--- config.mk ---
export PLATFORM = sky130hd
export DESIGN_NAME = eq_gain_scheduler
export DESIGN_NICKNAME = d
export VERILOG_FILES = /design/src/rtl/eq_pkg.sv /design/src/rtl/eq_gain_ramp_lane.sv /design/src/rtl/eq_gain_scheduler.sv
export SDC_FILE = /design/constraint.sdc
export NUM_CORES = 1
export LEC_CHECK = 0
export CAP_MARGIN = 30
export CORE_MARGIN = 2
export CORE_UTILIZATION = 40
export CTS_CLUSTER_DIAMETER = 50
export DETAILED_ROUTE_END_ITERATION = 16
export PLACE_DENSITY = 0.68
export SYNTH_ARGS = -nofsm -noshare
export SYNTH_HDL_FRONTEND = slang
export SYNTH_SLANG_ARGS = --single-unit
--- constraint.sdc ---
create_clock -name clk -period 6.3 [get_ports clk]
set_clock_uncertainty 0.15 [all_clocks]
set_input_delay 1.26 -clock clk [delete_from_list [all_inputs] [get_ports clk]]
set_output_delay 1.26 -clock clk [all_outputs]
set_load 0.05 [all_outputs]
--- src/rtl/eq_pkg.sv ---
// Shared types and defaults for the equalizer gain scheduler.
// Band indices are 1-based on the configuration port; lanes are indexed from 0 internally.
package eq_pkg;

    localparam int DEF_GAIN_WIDTH = 8;
    localparam int DEF_NUM_BANDS  = 10;

    typedef enum logic [1:0] {
        ST_IDLE   = 2'd0,
        ST_COMMIT = 2'd1,
        ST_RAMP   = 2'd2
    } state_e;

    typedef logic [3:0] band_idx_t;

    typedef logic [DEF_NUM_BANDS-1:0][DEF_GAIN_WIDTH-1:0] gain_array_t;

endpackage

--- src/rtl/eq_gain_ramp_lane.sv ---
// One band lane: holds target and live gain and walks live toward the
// effective target by at most RAMP_STEP per enabled step, never overshooting.
module eq_gain_ramp_lane #(
    parameter int GAIN_WIDTH = 8,
    parameter int RAMP_STEP  = 1
) (
    input  logic                         clk,
    input  logic                         rst_n,
    input  logic                         load,
    input  logic                         step_en,
    input  logic                         mute,
    input  logic signed [GAIN_WIDTH-1:0] staged,
    output logic signed [GAIN_WIDTH-1:0] live,
    output logic                         lane_done,
    output logic                         lane_settled
);

    localparam logic signed [GAIN_WIDTH:0] STEP_POS = (GAIN_WIDTH+1)'(RAMP_STEP);
    localparam logic signed [GAIN_WIDTH:0] STEP_NEG = -STEP_POS;

    logic signed [GAIN_WIDTH-1:0] target_r;
    logic signed [GAIN_WIDTH-1:0] live_r;
    logic signed [GAIN_WIDTH-1:0] eff_s;
    logic signed [GAIN_WIDTH-1:0] live_next_s;
    logic signed [GAIN_WIDTH:0]   diff_s;
    logic signed [GAIN_WIDTH:0]   inc_s;
    logic signed [GAIN_WIDTH:0]   sum_s;

    // Clamped step toward the effective target; the one extra bit keeps the difference from wrapping.
    always_comb begin
        eff_s  = mute ? '0 : target_r;
        diff_s = {eff_s[GAIN_WIDTH-1], eff_s} - {live_r[GAIN_WIDTH-1], live_r};
        if (diff_s > STEP_POS) begin
            inc_s = STEP_POS;
        end else if (diff_s < STEP_NEG) begin
            inc_s = STEP_NEG;
        end else begin
            inc_s = diff_s;
        end
        sum_s = {live_r[GAIN_WIDTH-1], live_r} + inc_s;
        if (step_en) begin
            live_next_s = sum_s[GAIN_WIDTH-1:0];
        end else begin
            live_next_s = live_r;
        end
    end

    // Target and live gain registers.
    always_ff @(posedge clk or negedge rst_n) begin
        if (!rst_n) begin
            target_r <= '0;
            live_r   <= '0;
        end else begin
            target_r <= load ? staged : target_r;
            live_r   <= live_next_s;
        end
    end

    assign live         = live_r;
    assign lane_done    = (live_r == eff_s);
    assign lane_settled = (live_next_s == eff_s);

endmodule

--- src/rtl/eq_gain_scheduler.sv ---
// Gain scheduler for the ten-band equalizer: staged writes, atomic commit,
// and per-sample bounded ramping of the live gains toward their targets.
module eq_gain_scheduler
    import eq_pkg::*;
#(
    parameter int GAIN_WIDTH = DEF_GAIN_WIDTH,
    parameter int NUM_BANDS  = DEF_NUM_BANDS,
    parameter int RAMP_STEP  = 1
) (
    input  logic                            clk,
    input  logic                            rst_n,
    input  logic                            sample_tick,
    input  logic                            cfg_valid,
    output logic                            cfg_ready,
    input  band_idx_t                       cfg_band,
    input  logic [GAIN_WIDTH-1:0]           cfg_gain,
    input  logic                            commit,
    input  logic                            mute,
    output logic [NUM_BANDS*GAIN_WIDTH-1:0] gain_bus,
    output logic                            busy,
    output logic                            cfg_err
);

    localparam band_idx_t MAX_BAND = band_idx_t'(NUM_BANDS);

    logic [NUM_BANDS-1:0][GAIN_WIDTH-1:0] staged_r;
    logic [NUM_BANDS-1:0]                 lane_done_s;
    logic [NUM_BANDS-1:0]                 lane_settled_s;
    state_e state_r;
    state_e state_next_s;
    logic   wr_acc_s;
    logic   band_ok_s;
    logic   cfg_err_r;
    logic   all_done_s;
    logic   all_settled_s;
    logic   load_s;
    logic   step_en_s;

    assign cfg_ready     = (state_r != ST_COMMIT);
    assign wr_acc_s      = cfg_valid & cfg_ready;
    assign band_ok_s     = (cfg_band != 4'd0) && (cfg_band <= MAX_BAND);
    assign load_s        = (state_r == ST_COMMIT);
    assign step_en_s     = sample_tick && (state_r == ST_RAMP);
    assign all_done_s    = &lane_done_s;
    assign all_settled_s = &lane_settled_s;
    assign busy          = load_s || !all_done_s;
    assign cfg_err       = cfg_err_r;

    // Staging bank; invalid band writes are accepted but touch nothing.
    always_ff @(posedge clk or negedge rst_n) begin
        if (!rst_n) begin
            staged_r <= '0;
        end else begin
            for (int i = 0; i < NUM_BANDS; i++) begin
                if (wr_acc_s && band_ok_s && (cfg_band == band_idx_t'(i + 1))) begin
                    staged_r[i] <= cfg_gain;
                end else begin
                    staged_r[i] <= staged_r[i];
                end
            end
        end
    end

    // One-cycle error pulse after an accepted write to a nonexistent band.
    always_ff @(posedge clk or negedge rst_n) begin
        if (!rst_n) begin
            cfg_err_r <= 1'b0;
        end else begin
            cfg_err_r <= wr_acc_s && !band_ok_s;
        end
    end

    // State register.
    always_ff @(posedge clk or negedge rst_n) begin
        if (!rst_n) begin
            state_r <= ST_IDLE;
        end else begin
            state_r <= state_next_s;
        end
    end

    // Next state; leaving RAMP looks at the lanes after this cycle's step.
    always_comb begin
        state_next_s = state_r;
        case (state_r)
            ST_IDLE: begin
                if (commit) begin
                    state_next_s = ST_COMMIT;
                end else if (!all_done_s) begin
                    state_next_s = ST_RAMP;
                end else begin
                    state_next_s = ST_IDLE;
                end
            end
            ST_COMMIT: begin
                state_next_s = ST_RAMP;
            end
            ST_RAMP: begin
                if (commit) begin
                    state_next_s = ST_COMMIT;
                end else if (all_settled_s) begin
                    state_next_s = ST_IDLE;
                end else begin
                    state_next_s = ST_RAMP;
                end
            end
            default: begin
                state_next_s = ST_IDLE;
            end
        endcase
    end

    for (genvar g = 0; g < NUM_BANDS; g++) begin : g_lane
        eq_gain_ramp_lane #(
            .GAIN_WIDTH (GAIN_WIDTH),
            .RAMP_STEP  (RAMP_STEP)
        ) u_lane (
            .clk          (clk),
            .rst_n        (rst_n),
            .load         (load_s),
            .step_en      (step_en_s),
            .mute         (mute),
            .staged       (staged_r[g]),
            .live         (gain_bus[g*GAIN_WIDTH +: GAIN_WIDTH]),
            .lane_done    (lane_done_s[g]),
            .lane_settled (lane_settled_s[g])
        );
    end

endmodule

==> run summary, run 1 <==
Status: finished, final reports clean
R2R setup slack: 0.39 ns
Routed length per instance: 26.3 µm
Yosys top cell area share: 30.3%
Total GRT Usage: 36.2%
Total grt overflow: 0
Ratio of cells with drive above 1 in the final layout: 28.5%
Setup crit start kind: input pin
DIE AREA: 0.0520 mm²
Worst Tran Pin Value: 1.00 ns
Core Rows: 82
Crit path kind: in -> reg
Hold_ws: 0.311 ns
DR iter-0 viols: 2205
R2R cell count: 24
Die W: 228 µm
Yosys cell types: 98
Worst Setup SP: mute
Core ar.: 0.0499 mm²
P&R area growth vs syn: 38.6%
Io pins: 101
Reg-to-reg startpoint: g_lane[8].u_lane.target_r[0]
DP HPWL: 77600 µm
Max-slew violation count: 0
Drt via density: 5.80
DRC Markers: 0
Drt first pass iters: 6
Setup-failing EPs final: 0
TritonCTS clock tree: yes
FFs w/ async S/R, synth: 100%
Worst hold path class: reg -> reg
Kind of end point of the critical path: flip-flop
RSZ-0062 raised after global routing: true
Syn Nets: 2562
Nets@finish: 3125
Number of synthesized flops with an enable pin: 0
Final worst path period need: 6.27 ns
Routed Wire Length: 96600 µm
FF-to-FF End: state_r[1]
# hold bufs at CTS: 0
Synthesis-stage register bit count: 243
Max Clk Rate: 159 MHz
Fin crit share: 99.6%
Critical Path End: state_r[1]
Clk slew on worst S/H paths: 0.06 ns
Root buffer cell: clkbuf_16
PortBufs: 100
WP data required: 6.59 ns
Detail Route Antenna Nets: 0
Clock buffer depth: 3
DR vias: 21.3k
Final Hold Fails: 0
Core Util, Final: 55.8%
Crit-path max FO: 11
Clk sink count: 243
Starting Density: 40.3%
Routability cong.: 1.08
Total CTS buffers: 44
Vias in the first global route: 20.7k
Cell Area, Synth: 0.0201 mm²
Largest net degree at the start of global routing: 102
Sequential fraction of the synthesis area: 30.3%
Ys Warns: 0
TNS Setup: 0 ns
Chip Height: 228 µm
Synth area leaders: dfrtp_1 (30%), ha_1 (8.4%), nand2_1 (7.3%)
MaxCap Viol Count: 0
Initial antenna violation count: 1
Hold_sp: staged_r[51]
Non-Filler Instances: 3669
Top cell type by total area after synthesis: dfrtp_1
Ys flop type: dfrtp_1
Max transition margin: 33.3%
CTS H-Tree Depth: 2
Syn Inst Count: 2398
First-pass GRT wire length: 139000 µm
Cell count after placement: 3579
Worst skew pair latency: 0.60 ns
Arr. time, crit path: 6.56 ns
Mapped Avg Cell Area: 8.37 µm²
[layer usage]
layer / global-route usage (%) / vias to the layer above / wire (µm)
met5: 0 / - / 9
met4: 17.9 / 2 / 5480
met3: 6.26 / 206 / 7020
met2: 57.5 / 898 / 43000
met1: 47.7 / 10500 / 41100
li1: - / 9668 / -
[state kept, by name (all words and copies together), names as in the netlist]
signal                  count
cfg_err                     1
g_lane.u_lane.live         80
g_lane.u_lane.target_r     80
staged_r                   80
state_r                     2
[Yosys cell counts, types with 16 or more instances]
master and count:
mux2i_1 17, mux2_2 96, inv_1 135, buf_1 19
nand2b_1 41, clkbuf_1 70, nor3_1 46, dfrtp_1 243
nand4_1 25, a31oi_1 30, a211oi_1 16, o211ai_1 19
a21o_1 32, xnor2_1 117, ha_1 134, xor2_1 68
nor2_1 152, o22ai_1 28, o21ai_0 125, nand2_1 391
a21oi_1 123, nor2b_1 58, nand3_1 43, and3_1 16
nor4_1 24
[per-stage QoR]
step	instance area [µm²]	setup slack, ns
floorplan	20200	-0.396
global placement	25500	-0.954
detailed placement	25500	-1.07
CTS	27400	-0.0809
global route	27800	-0.141
finish	27800	0.0278
[critical path: stages]
cell and delay (ns):
buf_8 0.13, buf_12 0.16, buf_16 0.17, nor2b_2 0.07, ha_1 0.33, inv_1 0.07, o31ai_1 0.34, a22o_1 0.24
buf_4 0.13, a21oi_2 0.06, nor4b_1 0.38, o2111ai_1 0.21, ha_1 0.27, fa_1 0.44, a211oi_1 0.27, buf_4 0.17
nor2_1 0.08, xor2_1 0.22, o22ai_1 0.21, o41ai_1 0.40, buf_4 0.20, o2111a_1 0.22, o211ai_1 0.10, nor4_2 0.29
a21oi_1 0.09
[layout by cell type (no fill, tap or decap), types with 11 or more instances in the layout]
cell type          n
a21o_1            32
a21oi_1          110
a21oi_2           11
a31oi_1           26
and3_1            16
buf_4            518
clkbuf_16         46
clkdlybuf4s50_1   97
dfrtp_1          243
ha_1             121
inv_1            133
mux2_2            95
mux2i_1           14
nand2_1          389
nand2b_1          36
nand3_1           42
nand4_1           25
nor2_1           150
nor2b_1           49
nor2b_2           11
nor3_1            45
nor3b_1           13
nor4_1            20
o211ai_1          19
o21ai_0          114
o21ai_1           13
o21bai_1          12
o22ai_1           24
xnor2_1          113
xor2_1            67
[cell type report]
type,instances,area [µm²]
Antenna cell,1,2.50
Clock buffer,60,1260
Clock inverter,21,299
Fill cell,4684,22000
Inverter,139,527
Multi-Input combinational cell,1903,13700
Sequential cell,243,6080
Tap cell,672,841
Timing Repair Buffer,630,5150
[cells by family (layout without fill, tap and decap cells)]
logic type	after synthesis	count (layout)	synth area share, %
other cells	0	1	0
mux	115	115	6.36
flops	243	243	30.3
fa+ha+maj	158	158	10.1
buf+inv	252	850	5.20
xor+xnor	186	186	8.15
compound gates	533	533	17.5
simple gates	911	911	22.3
[worst min-delay path by stage]
stage | endpoint | slack [ns] | cells after the start
final | g_lane[6].u_lane.target_r[3] | 0.31 | 2
after floorplan | g_lane[0].u_lane.target_r[0] | 0.28 | 2
after global placement | g_lane[4].u_lane.target_r[4] | 0.29 | 2
after detailed placement | g_lane[2].u_lane.target_r[0] | 0.30 | 2
after CTS | g_lane[6].u_lane.target_r[3] | 0.31 | 2
after global routing | g_lane[3].u_lane.target_r[1] | 0.33 | 2
[timing repair]
action,4_1_cts,5_1_grt
gates cloned,1,2
pin swaps,20,39
setup endpoints to repair,1,1
setup buffers,3,3
resized for setup,75,70
Power of run 1 is not shown: default switching activity piles up to over one toggle a cycle in this logic, so the estimate is an artifact.
==> run 2: changes to the inputs <==
Settings changed: PLACE_DENSITY 0.68 to not set, SKIP_CTS_REPAIR_TIMING set to 1.
==> run 2 against run 1 <==
Effect of this change: the run now ends with negative setup slack left; sequential cell count stayed put; cell count is the same; register-to-register slack lost 0.29 ns; first-iteration DRC count decreased by 5.4%; clock-buffer cell count decreased by 9; non-clock buffer count increased by 3; wire length shrank 2.5%; via count fell by 0.57%; worst hold slack worse by 0.0026 ns; global-route usage fell by 0.92 points; critical path depth is 3 higher; sequential share of layout area increased by 0.27 points; critical endpoint unchanged.
==> run summary, run 2 (same netlist as run 1, synthesis figures left out) <==
Clock buffer depth: 3
First-pass GRT wire length: 135000 µm
Kind of end point of the critical path: flip-flop
WHS Endpoint: g_lane[7].u_lane.target_r[0]
Setup-failing EPs final: 1
Root buffer cell: clkbuf_16
Total GRT Usage: 35.3%
R2R setup slack: 0.10 ns
R2R cell count: 24
Chip Height: 228 µm
Fin crit share: 104%
RSZ-0062 raised after global routing: true
Post-route setup slack: -0.257 ns
Max Clk Rate: 153 MHz
DRC Markers: 0
Nets@finish: 3127
Starting Density: 40.3%
Largest net degree at the start of global routing: 140
TritonCTS clock tree: yes
Max transition margin: 29.8%
Hold Path Depth: 2
Dpl ws: -1.35 ns
Initial antenna violation count: 3
Total grt overflow: 0
Clk sink count: 243
Failing checks: negative setup slack
Arr. time, crit path: 6.84 ns
Final Hold Fails: 0
Io pins: 101
Worst skew pair latency: 0.58 ns
Routed length per instance: 25.7 µm
Reg-to-reg startpoint: g_lane[8].u_lane.target_r[0]
Drt first pass iters: 5
Status: complete, but fails checks
Routed Wire Length: 94200 µm
Vias in the first global route: 20.2k
Final-layout fill cell count: 4683
CP max stage delay: 0.53 ns
Most common cell after layout, fill and taps aside: buf_4
Cell count after placement: 3587
Setup crit start kind: input pin
CTS H-Tree Depth: 2
Worst path top cell family by delay: simple AND/OR/NAND/NOR gates
Worst hold path class: reg -> reg
P&R area growth vs syn: 37.0%
DR iter-0 viols: 2087
Drt via density: 5.77
DR vias: 21.2k
FF-to-FF End: state_r[1]
Hold_sp: staged_r[56]
Routability cong.: 1.07
DP HPWL: 76500 µm
Crit-path max FO: 7
Crit-path slowest cell: or4_4
WP data required: 6.59 ns
Core Rows: 82
Core ar.: 0.0499 mm²
Total CTS buffers: 43
Final worst path period need: 6.56 ns
Ratio of cells with drive above 1 in the final layout: 27.0%
Crit path kind: in -> reg
MaxCap Viol Count: 0
Commonest non-fill, non-tap cells in the layout: buf_4 (525), nand2_1 (390), dfrtp_1 (243)
Non-Filler Instances: 3669
Worst Path Buf+Inv: 5
Detail Route Antenna Nets: 0
Worst Tran Pin Value: 1.05 ns
PortBufs: 100
Clk slew on worst S/H paths: 0.06 ns
Die W: 228 µm
Max-slew violation count: 0
DIE AREA: 0.0520 mm²
run 2: changes by cell type in the layout (fill, tap and decap cells not counted), moves of 4 or more:
cell / change
o21ai_0: +7
nor2b_2: -5
o21ai_1: -5
nor2b_1: +6
ha_1: +5
ha_2: -5
buf_4: +7
inv_6: -4
clkbuf_8: -6
run 2: worst max-delay path by stage:
stage,endpoint,slack [ns],from,cells past startpoint
floorplan,state_r[1],-0.40,mute,29
global placement,state_r[1],-1.37,mute,23
detailed placement,state_r[1],-1.35,mute,24
CTS,state_r[1],-0.78,mute,24
global route,state_r[1],-0.40,mute,27
finish,state_r[1],-0.26,mute,28
run 2: through the flow:
step | utilization, % | TNS, ns | hold WS [ns] | instance area, µm²
after global placement | 51.2 | -1.42 | 0.291 | 25500
after detailed placement | 51.2 | -1.41 | 0.293 | 25500
after global routing | 55.1 | -0.401 | 0.335 | 27500
final | 55.1 | -0.257 | 0.308 | 27500
after CTS | 54.2 | -0.782 | 0.308 | 27000
after floorplan | - | -0.396 | 0.283 | 20200
run 2: worst reg2reg max path, delay by kind of cell (launching register included):
| family | cells | cell delay [ns] |
|---|---|---|
| mux | 1 | 0.29 |
| fa+ha+maj | 4 | 1.16 |
| simple gates | 8 | 2.16 |
| buf+inv | 2 | 0.23 |
| compound gates | 6 | 1.03 |
| xor+xnor | 3 | 0.50 |
| flops | 1 | 0.53 |
run 2: per-layer routing:
metal	global-route usage, %	wire length (µm)
met5	0	13
met2	54.6	41200
met4	17.6	5520
met3	5.70	7010
met1	47.9	40500
run 2: cell type report:
| class | instances | area [µm²] | area share, % |
|---|---|---|---|
| timing repair buffer | 633 | 5140 | 18.7 |
| sequential | 243 | 6080 | 22.1 |
| clock inverter | 26 | 365 | 1.33 |
| tap | 672 | 841 | 3.06 |
| clock buffer | 51 | 1150 | 4.17 |
| multi-input combinational | 1903 | 13400 | 48.7 |
| antenna | 2 | 5.00 | 0.0182 |
| inverter | 139 | 524 | 1.91 |
Power of run 2 is left out for the same reason.
==> run 3: changes to the inputs <==
Settings changed: CTS_CLUSTER_DIAMETER 50 to not set.
==> run 3 against run 2 <==
Effect of this change: the flow still finishes with violations (negative setup slack); wire length fell by 0.36%; non-clock buffer count unchanged; register-to-register slack gained 0.11 ns.
==> run summary, run 3 (same netlist as run 1, synthesis figures left out) <==
Status: complete, but fails checks
Failing checks: negative setup slack
Post-route setup slack: -0.194 ns
Kind of end point of the critical path: flip-flop
Core Rows: 82
Max-slew violation count: 0
P&R area growth vs syn: 34.6%
Worst Tran Pin Value: 1.00 ns
Chip Height: 228 µm
Io pins: 101
Clk sink count: 243
Setup-failing EPs final: 1
CTS H-Tree Depth: 1
Initial antenna violation count: 3
Drt via density: 5.75
Clk slew on worst S/H paths: 0.06 ns
Commonest non-fill, non-tap cells in the layout: buf_4 (525), nand2_1 (390), dfrtp_1 (243)
Core ar.: 0.0499 mm²
Crit-path slowest cell: or4_4
MaxCap Viol Count: 0
Detail Route Antenna Nets: 0
DR vias: 21.0k
DIE AREA: 0.0520 mm²
RSZ-0062 raised after global routing: true
Starting Density: 40.3%
TritonCTS clock tree: yes
Routed Wire Length: 93900 µm
Hold_sp: staged_r[34]
DRC Markers: 0
Vias in the first global route: 20.1k
DP HPWL: 76500 µm
Clock buffer depth: 3
Ratio of cells with drive above 1 in the final layout: 26.6%
Routed length per instance: 25.8 µm
Hold_ws: 0.310 ns
DR iter-0 viols: 1986
Fin crit share: 103%
Final Hold Fails: 0
Drt first pass iters: 5
Core Util, Final: 54.2%
Placed Area: 0.0255 mm²
Setup crit start kind: input pin
Routability cong.: 1.07
WP data required: 6.63 ns
Die W: 228 µm
Reg-to-reg startpoint: g_lane[8].u_lane.target_r[0]
Worst Setup SP: mute
CP max stage delay: 0.53 ns
Total grt overflow: 0
First-pass GRT wire length: 135000 µm
Max transition margin: 32.3%
Worst hold path class: reg -> reg
Crit path kind: in -> reg
Total GRT Usage: 35.0%
Arr. time, crit path: 6.82 ns
Final worst path period need: 6.49 ns
Max Clk Rate: 154 MHz
PortBufs: 100
Most common cell after layout, fill and taps aside: buf_4
Crit-path max FO: 17
Nets@finish: 3114
Worst skew pair latency: 0.60 ns
Root buffer cell: clkbuf_16
Largest net degree at the start of global routing: 140
Total CTS buffers: 30
Cell area after layout: 0.0270 mm²
-- run 3: cell count changes in the layout (fill, tap and decap cells not counted), sizes merged --
cell | previous run | this run
bufinv | 7 | 3
clkbuf | 53 | 38
clkinv | 14 | 7
clkinvlp | 1 | 5
inv | 143 | 141
-- run 3: layer usage --
metal	GRT usage (%)	up-vias	share of wire [%]
met5	0	-	0.022
met4	17.0	4	6.2
met2	54.5	871	43
met1	47.8	10200	43
met3	5.06	226	7.2
li1	-	9644	-
-- run 3: final timing paths --
path	endpoint	cells past startpoint	slack, ns
worst min register to register	g_lane[4].u_lane.target_r[2]	2	0.31
max in group asynchronous	g_lane[2].u_lane.live[0]	2	4.12
worst max register to register	state_r[1]	24	0.21
worst min-delay path	g_lane[4].u_lane.target_r[2]	2	0.31
min in group asynchronous	staged_r[36]	1	0.58
worst max-delay path	state_r[1]	26	-0.19
-- run 3: worst max-delay path, delay by kind of cell --
family	cells	cell delay, ns
adder cells (fa/ha/maj)	3	0.79
AND/OR/NAND/NOR	7	1.85
XOR/XNOR	3	0.46
multiplexers	1	0.27
buffers and inverters	3	0.48
AO/OA/AOI/OAI	9	1.69
-- run 3: layout make-up --
cell class | instances | area [µm²]
diodes | 2 | 5.00
flip-flops and latches | 243 | 6080
inverters | 139 | 524
repair buffers | 633 | 5130
clock buffers | 36 | 835
well taps | 672 | 841
clock inverters | 17 | 195
fillers | 4745 | 22900
multi-input cells | 1903 | 13400
-- run 3: through the flow --
stage | TNS, ns | cells | setup WS (ns)
2_1_floorplan | -0.396 | 2398 | -0.396
3_3_place_gp | -1.42 | 3587 | -1.37
3_5_place_dp | -1.41 | 3587 | -1.35
4_1_cts | -0.739 | 3640 | -0.739
5_1_grt | -0.346 | 3643 | -0.346
6_report | -0.194 | 3645 | -0.194
Power of run 3 is left out for the same reason.
